## config.mk

```make
export PLATFORM = sky130hd
export DESIGN_NAME = fp_stream_requant
export DESIGN_NICKNAME = d
export VERILOG_FILES = /design/src/rtl/fp_requant_pkg.sv /design/src/rtl/fp_requant_lane.sv /design/src/rtl/fp_stream_requant.sv
export SDC_FILE = /design/constraint.sdc
export NUM_CORES = 1
export LEC_CHECK = 0
export ABC_AREA = 1
export CELL_PAD_IN_SITES_DETAIL_PLACEMENT = 1
export CELL_PAD_IN_SITES_GLOBAL_PLACEMENT = 1
export CORE_MARGIN = 5
export CORE_UTILIZATION = 36
export CTS_BUF_LIST = sky130_fd_sc_hd__clkbuf_16
export DETAILED_ROUTE_END_ITERATION = 10
export GPL_ROUTABILITY_DRIVEN = 0
export PLACE_DENSITY = 0.92
export SLEW_MARGIN = 25
export SYNTH_ARGS = -nofsm -noshare
export SYNTH_HDL_FRONTEND = slang
export SYNTH_HIERARCHICAL = 1
export SYNTH_SLANG_ARGS = --single-unit
```

## constraint.sdc

```tcl
create_clock -name clk -period 2 [get_ports clk]
set_input_delay 0.2 -clock clk [delete_from_list [all_inputs] [get_ports clk]]
set_output_delay 0.2 -clock clk [all_outputs]
set_load 0.01 [all_outputs]
```

## src/rtl/fp_requant_pkg.sv

```systemverilog
// Shared rounding-mode type and output range helpers for the stream requantiser.
`timescale 1ns/1ps
package fp_requant_pkg;

    typedef enum logic [1:0] {
        FP_TRUNC         = 2'd0,
        FP_ROUND_HALF_UP = 2'd1,
        FP_ROUND_CONV    = 2'd2
    } round_mode_e;

    function automatic longint fp_max(input int w, input bit sgn);
        if (sgn) return (longint'(1) << (w - 1)) - 1;
        return (longint'(1) << w) - 1;
    endfunction

    function automatic longint fp_min(input int w, input bit sgn);
        if (sgn) return -(longint'(1) << (w - 1));
        return 0;
    endfunction

endpackage

```

## src/rtl/fp_requant_lane.sv

```systemverilog
// One channel of the requantiser: S1 rounds/shifts, S2 saturates; both stages advance on i_en.
`timescale 1ns/1ps
module fp_requant_lane
    import fp_requant_pkg::*;
#(
    parameter bit          IS_SIGNED = 1'b1,
    parameter int          IN_IW     = 4,
    parameter int          IN_QW     = 12,
    parameter int          OUT_IW    = 2,
    parameter int          OUT_QW    = 6,
    parameter round_mode_e ROUND     = FP_ROUND_HALF_UP
) (
    input  logic                     clk,
    input  logic                     rst_n,
    input  logic                     i_en,
    input  logic [IN_IW+IN_QW-1:0]   i_dat,
    output logic [OUT_IW+OUT_QW-1:0] o_dat,
    output logic                     o_sat
);
    localparam int     IN_WL = IN_IW + IN_QW;
    localparam int     OW    = OUT_IW + OUT_QW;
    localparam int     D     = (IN_QW > OUT_QW) ? IN_QW - OUT_QW : 0;
    localparam int     L     = (OUT_QW > IN_QW) ? OUT_QW - IN_QW : 0;
    localparam int     SW    = IN_WL + 2 + L;
    localparam longint MAXV  = fp_max(OW, IS_SIGNED);
    localparam longint MINV  = fp_min(OW, IS_SIGNED);

    logic [IN_WL:0] w_ext;
    logic [IN_WL:0] w_shr;
    logic [SW-1:0]  w_s1;
    logic [SW-1:0]  r_s1;
    longint         w_v;
    logic           w_hi;
    logic           w_lo;
    logic [OW-1:0]  w_dat;
    logic [OW-1:0]  r_dat;
    logic           r_sat;

    // One guard bit: the top bit of w_ext/w_shr is the sign for sfp and always 0 for ufp.
    assign w_ext = IS_SIGNED ? {i_dat[IN_WL-1], i_dat} : {1'b0, i_dat};

    if (D > 0) begin : g_round
        localparam logic [IN_WL:0] HALF = (IN_WL + 1)'(1) << (D - 1);
        logic [IN_WL:0] w_bias;
        logic [IN_WL:0] w_sum;

        always_comb begin
            w_bias = '0;
            case (ROUND)
                FP_ROUND_HALF_UP: w_bias = HALF;
                FP_ROUND_CONV:    w_bias = HALF - 1'b1 + {{IN_WL{1'b0}}, w_ext[D]};
                default:          w_bias = '0;
            endcase
        end

        assign w_sum = w_ext + w_bias;

        always_comb begin
            if (IS_SIGNED) w_shr = $signed(w_sum) >>> D;
            else           w_shr = w_sum >> D;
        end
    end else begin : g_noround
        assign w_shr = w_ext;
    end

    assign w_s1 = {{(L + 1){w_shr[IN_WL]}}, w_shr} << L;

    assign w_v   = longint'($signed(r_s1));
    assign w_hi  = w_v > MAXV;
    assign w_lo  = w_v < MINV;
    assign w_dat = w_hi ? OW'(MAXV) : (w_lo ? OW'(MINV) : OW'(w_v));

    always_ff @(posedge clk) begin
        if (!rst_n) begin
            r_s1  <= '0;
            r_dat <= '0;
            r_sat <= 1'b0;
        end else if (i_en) begin
            r_s1  <= w_s1;
            r_dat <= w_dat;
            r_sat <= w_hi | w_lo;
        end
    end

    assign o_dat = r_dat;
    assign o_sat = r_sat;

endmodule

```

## src/rtl/fp_stream_requant.sv

```systemverilog
// Multi-channel fixed-point requantiser, 2-cycle latency, stalls both stages while the output is held.
// Define FP_REQUANT_STATS_EN to add per-channel 16-bit saturation counters on sat_count.
`timescale 1ns/1ps
module fp_stream_requant
    import fp_requant_pkg::*;
#(
    parameter bit          IS_SIGNED = 1'b1,
    parameter int          IN_IW     = 4,
    parameter int          IN_QW     = 12,
    parameter int          OUT_IW    = 2,
    parameter int          OUT_QW    = 6,
    parameter int          NCH       = 2,
    parameter round_mode_e ROUND     = FP_ROUND_HALF_UP
) (
    input  logic                              clk,
    input  logic                              rst_n,
    input  logic                              in_valid,
    output logic                              in_ready,
    input  logic [NCH*(IN_IW+IN_QW)-1:0]      in_data,
    output logic                              out_valid,
    input  logic                              out_ready,
    output logic [NCH*(OUT_IW+OUT_QW)-1:0]    out_data,
    output logic [NCH-1:0]                    out_sat,
    output logic [NCH-1:0]                    sat_sticky,
`ifdef FP_REQUANT_STATS_EN
    output logic [NCH*16-1:0]                 sat_count,
`endif
    input  logic                              clr_sticky
);
    localparam int IN_WL = IN_IW + IN_QW;
    localparam int OW    = OUT_IW + OUT_QW;

    logic           w_en;
    logic           w_xfer;
    logic           r_s1_vld;
    logic           r_s2_vld;
    logic [NCH-1:0] r_sticky;

    assign w_en      = !r_s2_vld || out_ready;
    // The pipeline is empty while reset is held, so input is never refused then.
    assign in_ready  = w_en || !rst_n;
    assign out_valid = r_s2_vld;
    assign w_xfer    = r_s2_vld && out_ready;

    always_ff @(posedge clk) begin
        if (!rst_n) begin
            r_s1_vld <= 1'b0;
            r_s2_vld <= 1'b0;
        end else if (w_en) begin
            r_s1_vld <= in_valid;
            r_s2_vld <= r_s1_vld;
        end
    end

    for (genvar g = 0; g < NCH; g++) begin : g_lane
        fp_requant_lane #(
            .IS_SIGNED (IS_SIGNED),
            .IN_IW     (IN_IW),
            .IN_QW     (IN_QW),
            .OUT_IW    (OUT_IW),
            .OUT_QW    (OUT_QW),
            .ROUND     (ROUND)
        ) u_lane (
            .clk   (clk),
            .rst_n (rst_n),
            .i_en  (w_en),
            .i_dat (in_data[g*IN_WL +: IN_WL]),
            .o_dat (out_data[g*OW +: OW]),
            .o_sat (out_sat[g])
        );
    end

    // A saturating transfer in the same cycle as a clear leaves the flag set.
    always_ff @(posedge clk) begin
        if (!rst_n) r_sticky <= '0;
        else        r_sticky <= (clr_sticky ? '0 : r_sticky) | (w_xfer ? out_sat : '0);
    end

    assign sat_sticky = r_sticky;

`ifdef FP_REQUANT_STATS_EN
    for (genvar g = 0; g < NCH; g++) begin : g_cnt
        logic [15:0] r_cnt;

        always_ff @(posedge clk) begin
            if (!rst_n || clr_sticky)
                r_cnt <= '0;
            else if (w_xfer && out_sat[g] && (r_cnt != 16'hFFFF))
                r_cnt <= r_cnt + 16'd1;
        end

        assign sat_count[g*16 +: 16] = r_cnt;
    end
`endif

endmodule

```

# After elaboration in Yosys (flattened, before gate mapping)
# Cells that the tools add are included.
# Widths: inputs -> output; s select.
[op_classes]
n_addsub = 2
muxes = 6
magnitude_cmp = 4
n_bitwise = 3
n_reduce_logical = 5
[op_table]
columns = ["operator", "n"]
rows = [
  ["$add 16x7->17 const B", 2],
  ["$mux 8", 4],
  ["$gt 11x8->1 const B", 2],
  ["$lt 11x8->1 const B", 2],
  ["$mux 2", 2],
  ["$logic_not 1->1", 2],
  ["$logic_or 1x1->1", 2],
  ["$or 1x1->1", 2],
  ["$or 2x2->2", 1],
  ["$logic_and 1x1->1", 1],
]
[totals]
wordCells = 29
out_inout_bits = 22
regBits = 44
inputBits = 37

# Depth between registers and ports, before layout
[logic_depth]
depth_word = 3
depth_mapped = 7
ltp_nobuf = 7

# Modules after synthesis
# Netlist, hierarchy kept.
[by_module_without_submodules]
columns = ["module", "cells_each", "area_each_um2", "instances", "seq_area_each_um2"]
rows = [
  ["fp_requant_lane", 146, 991.0, 2, 400.4],
  ["fp_stream_requant", 23, 161.4, 1, 80.1],
]

# Worst setup path before layout
# OpenSTA, ideal clock, no wires.
[synth_timing]
path_kind = "register to register"
start = "register r_s2_vld, in the netlist out_valid"
end = "register g_lane[0].u_lane.r_dat[2]"
arrival_time_ns = 1.063
slack_ns = 0.867
setup_time_ns = 0.070
t_required_ns = 1.930
path_buffers = 1
stages_incl_launch_ff = 6
path_cell_list = "dfxtp_1 -> nand2_1 -> inv_1 -> buf_2 -> nand2_1 -> a21oi_1"
[synth_via]
elab_chain_cells = 2
[synth_lines]
columns = ["element", "line_no", "rtl"]
rows = [
  ["start: declaration", "fp_stream_requant.sv:36", "logic r_s2_vld;"],
  ["start signal: assignment", "fp_stream_requant.sv:51", "r_s2_vld <= r_s1_vld;"],
  ["$logic_not 1->1", "fp_stream_requant.sv:39", "assign w_en = !r_s2_vld || out_ready;"],
  ["$logic_or 1x1->1", "fp_stream_requant.sv:39", ""],
  ["net w_en", "fp_stream_requant.sv:33", "logic w_en;"],
  ["end signal: assignment", "fp_requant_lane.sv:80", "r_dat <= w_dat;"],
  ["end: declaration", "fp_requant_lane.sv:36", "logic [OW-1:0] r_dat;"],
]
# The timed path passes the listed nets, and every way through them passes these cells.
# A chain may end at the register's enable or synchronous reset.

# Final worst setup path
[layout_timing]
start = "input out_ready"
end = "output in_ready"
[layout_via]
elab_chain_cells = 2
[layout_lines]
columns = ["element", "line_no", "rtl"]
rows = [
  ["start: declaration", "fp_stream_requant.sv:21", "input logic out_ready,"],
  ["$logic_or 1x1->1", "fp_stream_requant.sv:39", ""],
  ["$logic_or 1x1->1", "fp_stream_requant.sv:41", "assign in_ready = w_en || !rst_n;"],
  ["end: declaration", "fp_stream_requant.sv:18", "output logic in_ready,"],
]
# No other way between the ends.

==> results.toml <==
[power_and_ir_drop]
p_leak_nw = 1.316
peakVddDrop_v = 0.0004894
p_per_area_nw_per_um2 = 763.2

[global_routing]
grt_start_max_net_pins = 22
antenna_found_initial = 0
gr-usage-all-layers = 0.1810
grt_pass1_wl_um = 10870
grt_overflow = 0
grt_pass1_vias = 2322

[logic_synthesis]
synth_compound_area_frac = 0.1751
synth.top_cell.area_share = 0.4110
synth_area_leaders = "dfxtp_1, nand2_1, o21ai_0"
yosys_warnings = 6
synthFlopType = "dfxtp_1"
syn_area_per_cell_sq_um = 6.804
synthAdderAreaFrac = 0.01168
synthArstFlopShare = 0
synth_top_family_by_area = "simple AND/OR/NAND/NOR gates"
postSynthCellCount = 315
synth_xor_area_frac = 0.02452
synth-seq-cells = 44
syn-cell-area_sq_um = 2143
synth.distinct_cells = 17
synth_common_cells = "nand2_1, inv_1, dfxtp_1, nor2_1, o21ai_0"
muxShareOfSynthArea = 0
seq_area_frac_synth = 0.4110
synth_edf_count = 0
synth_simple_gate_area_share = 0.2767
synth_area_leader_cell = "dfxtp_1"
syn-num-nets = 354
yosysMostFrequentCell = "nand2_1"

[clock_network]
cts.repair.resized = 0
ctsRootBufferMaster = "clkbuf_16"
clk_latency_ns = 0.28
cts_setup_buffers = 0
numCtsBuffers = 5
ctsHtreeMaxLevel = 2
cts.clk_slew.worst_paths_ns = 0.06
ctsLongestPathBuffers = 2
hold_buffers = 0
cts.sinks = 44
tritoncts = "done"

[sta]
finalClockSkew_ns = 0.004597
finalSetupTns_ns = 0
final_max_slew_viol_count = 0
worst_pin_slew_ns = 0.3869
period_needed_ns = 1.603
period_share = 0.8013
maxClockFrequency_mhz = 624.0
setup_violations = 0
slew_headroom = 0.7418
rsz0062_at_grt = "no"
final_hold_viol_count = 0

[route]
drtPass1Iterations = 4
top_layer = "met4"
met1Wirelength_um = 2863
routedWlPerCell_um = 14.73
wl_met2_um = 3350
viasPerCell = 4.973
met3_length_um = 222
drcViolationCount = 0
ant_nets = 0
drt-total-wl_um = 6527
vias = 2203
drtIter0Drc = 84

[floorplan]
initial_core_util = 0.3663
die_h_um = 87.16
boundaryPins = 59
die_w_um = 87.16
rows = 28
core_sq_um = 5851
die_area_sq_um = 7597

[cells_and_area]
syn_to_final_growth_pct = 33.04
n_fill_cell = 753
multi_input_area_sq_um = 1046
drive_gt1_frac = 0.07609
seqCellArea_sq_um = 880.8
final_util = 0.4874
stdcell_count = 443
diodes = 0
nets = 406

[placed_design]
hpwl_um = 4528
placed_cells = 435
portBuffers = 48

[critical_path]
start_kind = "primary input"
crit_arrival_ns = 1.40
required_ns = 1.80
crit_type = "in2out"
crit_path_max_fanout = 4
endpoint_kind = "primary output"

[worst_hold_path]
hp-class = "reg2reg"

[outcome]
status = "finished clean"

[flow_run]
cap_viol_max_count = 0
## final timing paths
check / startpoint / end / slack [ns] / cells past startpoint
worst max register to register: out_valid / g_lane[1].u_lane/r_s1[9] / 0.67 / 4
worst max-delay path: out_ready / in_ready / 0.40 / 4
worst min register to register: sat_sticky[1] / sat_sticky[1] / 0.47 / 2
worst min-delay path: sat_sticky[1] / sat_sticky[1] / 0.47 / 2
## where the power goes
group	switching, W	total, W	internal (W)
clock network	0.000317	0.000767	0.000449
registers	0.0000495	0.00100	0.000953
logic	0.000217	0.000407	0.000190
## stage by stage
stage	cell area (sq um)	total power [W]	hold WS [ns]	worst slack, ns
2_1_floorplan	2143	0.001204	0.3207	0.8668
3_3_place_gp	2715	0.001392	0.4524	0.3355
4_1_cts	2851	0.002201	0.4720	0.3859
6_report	2851	0.002176	0.4702	0.3974
5_1_grt	2851	0.002278	0.5022	0.3520
3_5_place_dp	2715	0.001417	0.4624	0.2708
## registers in the layout (all words and copies together) (netlist names)
name                 cells
g_lane.u_lane/o_dat     16
g_lane.u_lane/o_sat      2
g_lane.u_lane/r_s1      22
out_valid                1
r_s1_vld                 1
sat_sticky               2
## cells in the final DEF, fill, tap and decap left out, types with 4 or more instances in the layout
cell type,netlist,routed
nand2_1,61,61
nand3_1,19,19
o21ai_0,38,38
dfxtp_1,44,44
nor2_2,7,7
clkdlybuf4s50_1,0,48
a21oi_1,23,23
clkbuf_16,0,5
inv_1,46,48
buf_4,0,5
nor2_1,44,44
nand4_1,4,4
a21oi_2,8,8
xor2_1,4,4
## worst max-delay path, stage by stage
cell and delay (ns):
clkdlybuf4s50_1 0.55, nor2_2 0.07, nand2_1 0.06, clkdlybuf4s50_1 0.53
## kinds of logic (layout without fill, tap and decap cells)
| logic type | Yosys count | in the layout |
|---|---|---|
| AND/OR/NAND/NOR | 139 | 139 |
| flip-flops | 44 | 44 |
| AO/OA/AOI/OAI | 69 | 69 |
| XOR/XNOR | 6 | 6 |
| adder cells (fa/ha/maj) | 2 | 2 |
| buffers and inverters | 55 | 108 |
## routing by layer
layer	vias up	track usage
li1	1106	-
met3	6	0.02554
met2	44	0.3354
met1	1047	0.2108
met5	-	0
met4	0	0.06276
## layout make-up
cell class / instances / share of cell area
Multi-Input combinational cell: 216 / 0.3668
Sequential cell: 44 / 0.3089
Timing Repair Buffer: 53 / 0.1817
Inverter: 47 / 0.06187
Clock buffer: 5 / 0.04388
Tap cell: 75 / 0.03291
Clock inverter: 3 / 0.003949
Note: power is estimated with default switching activity, not from simulation.
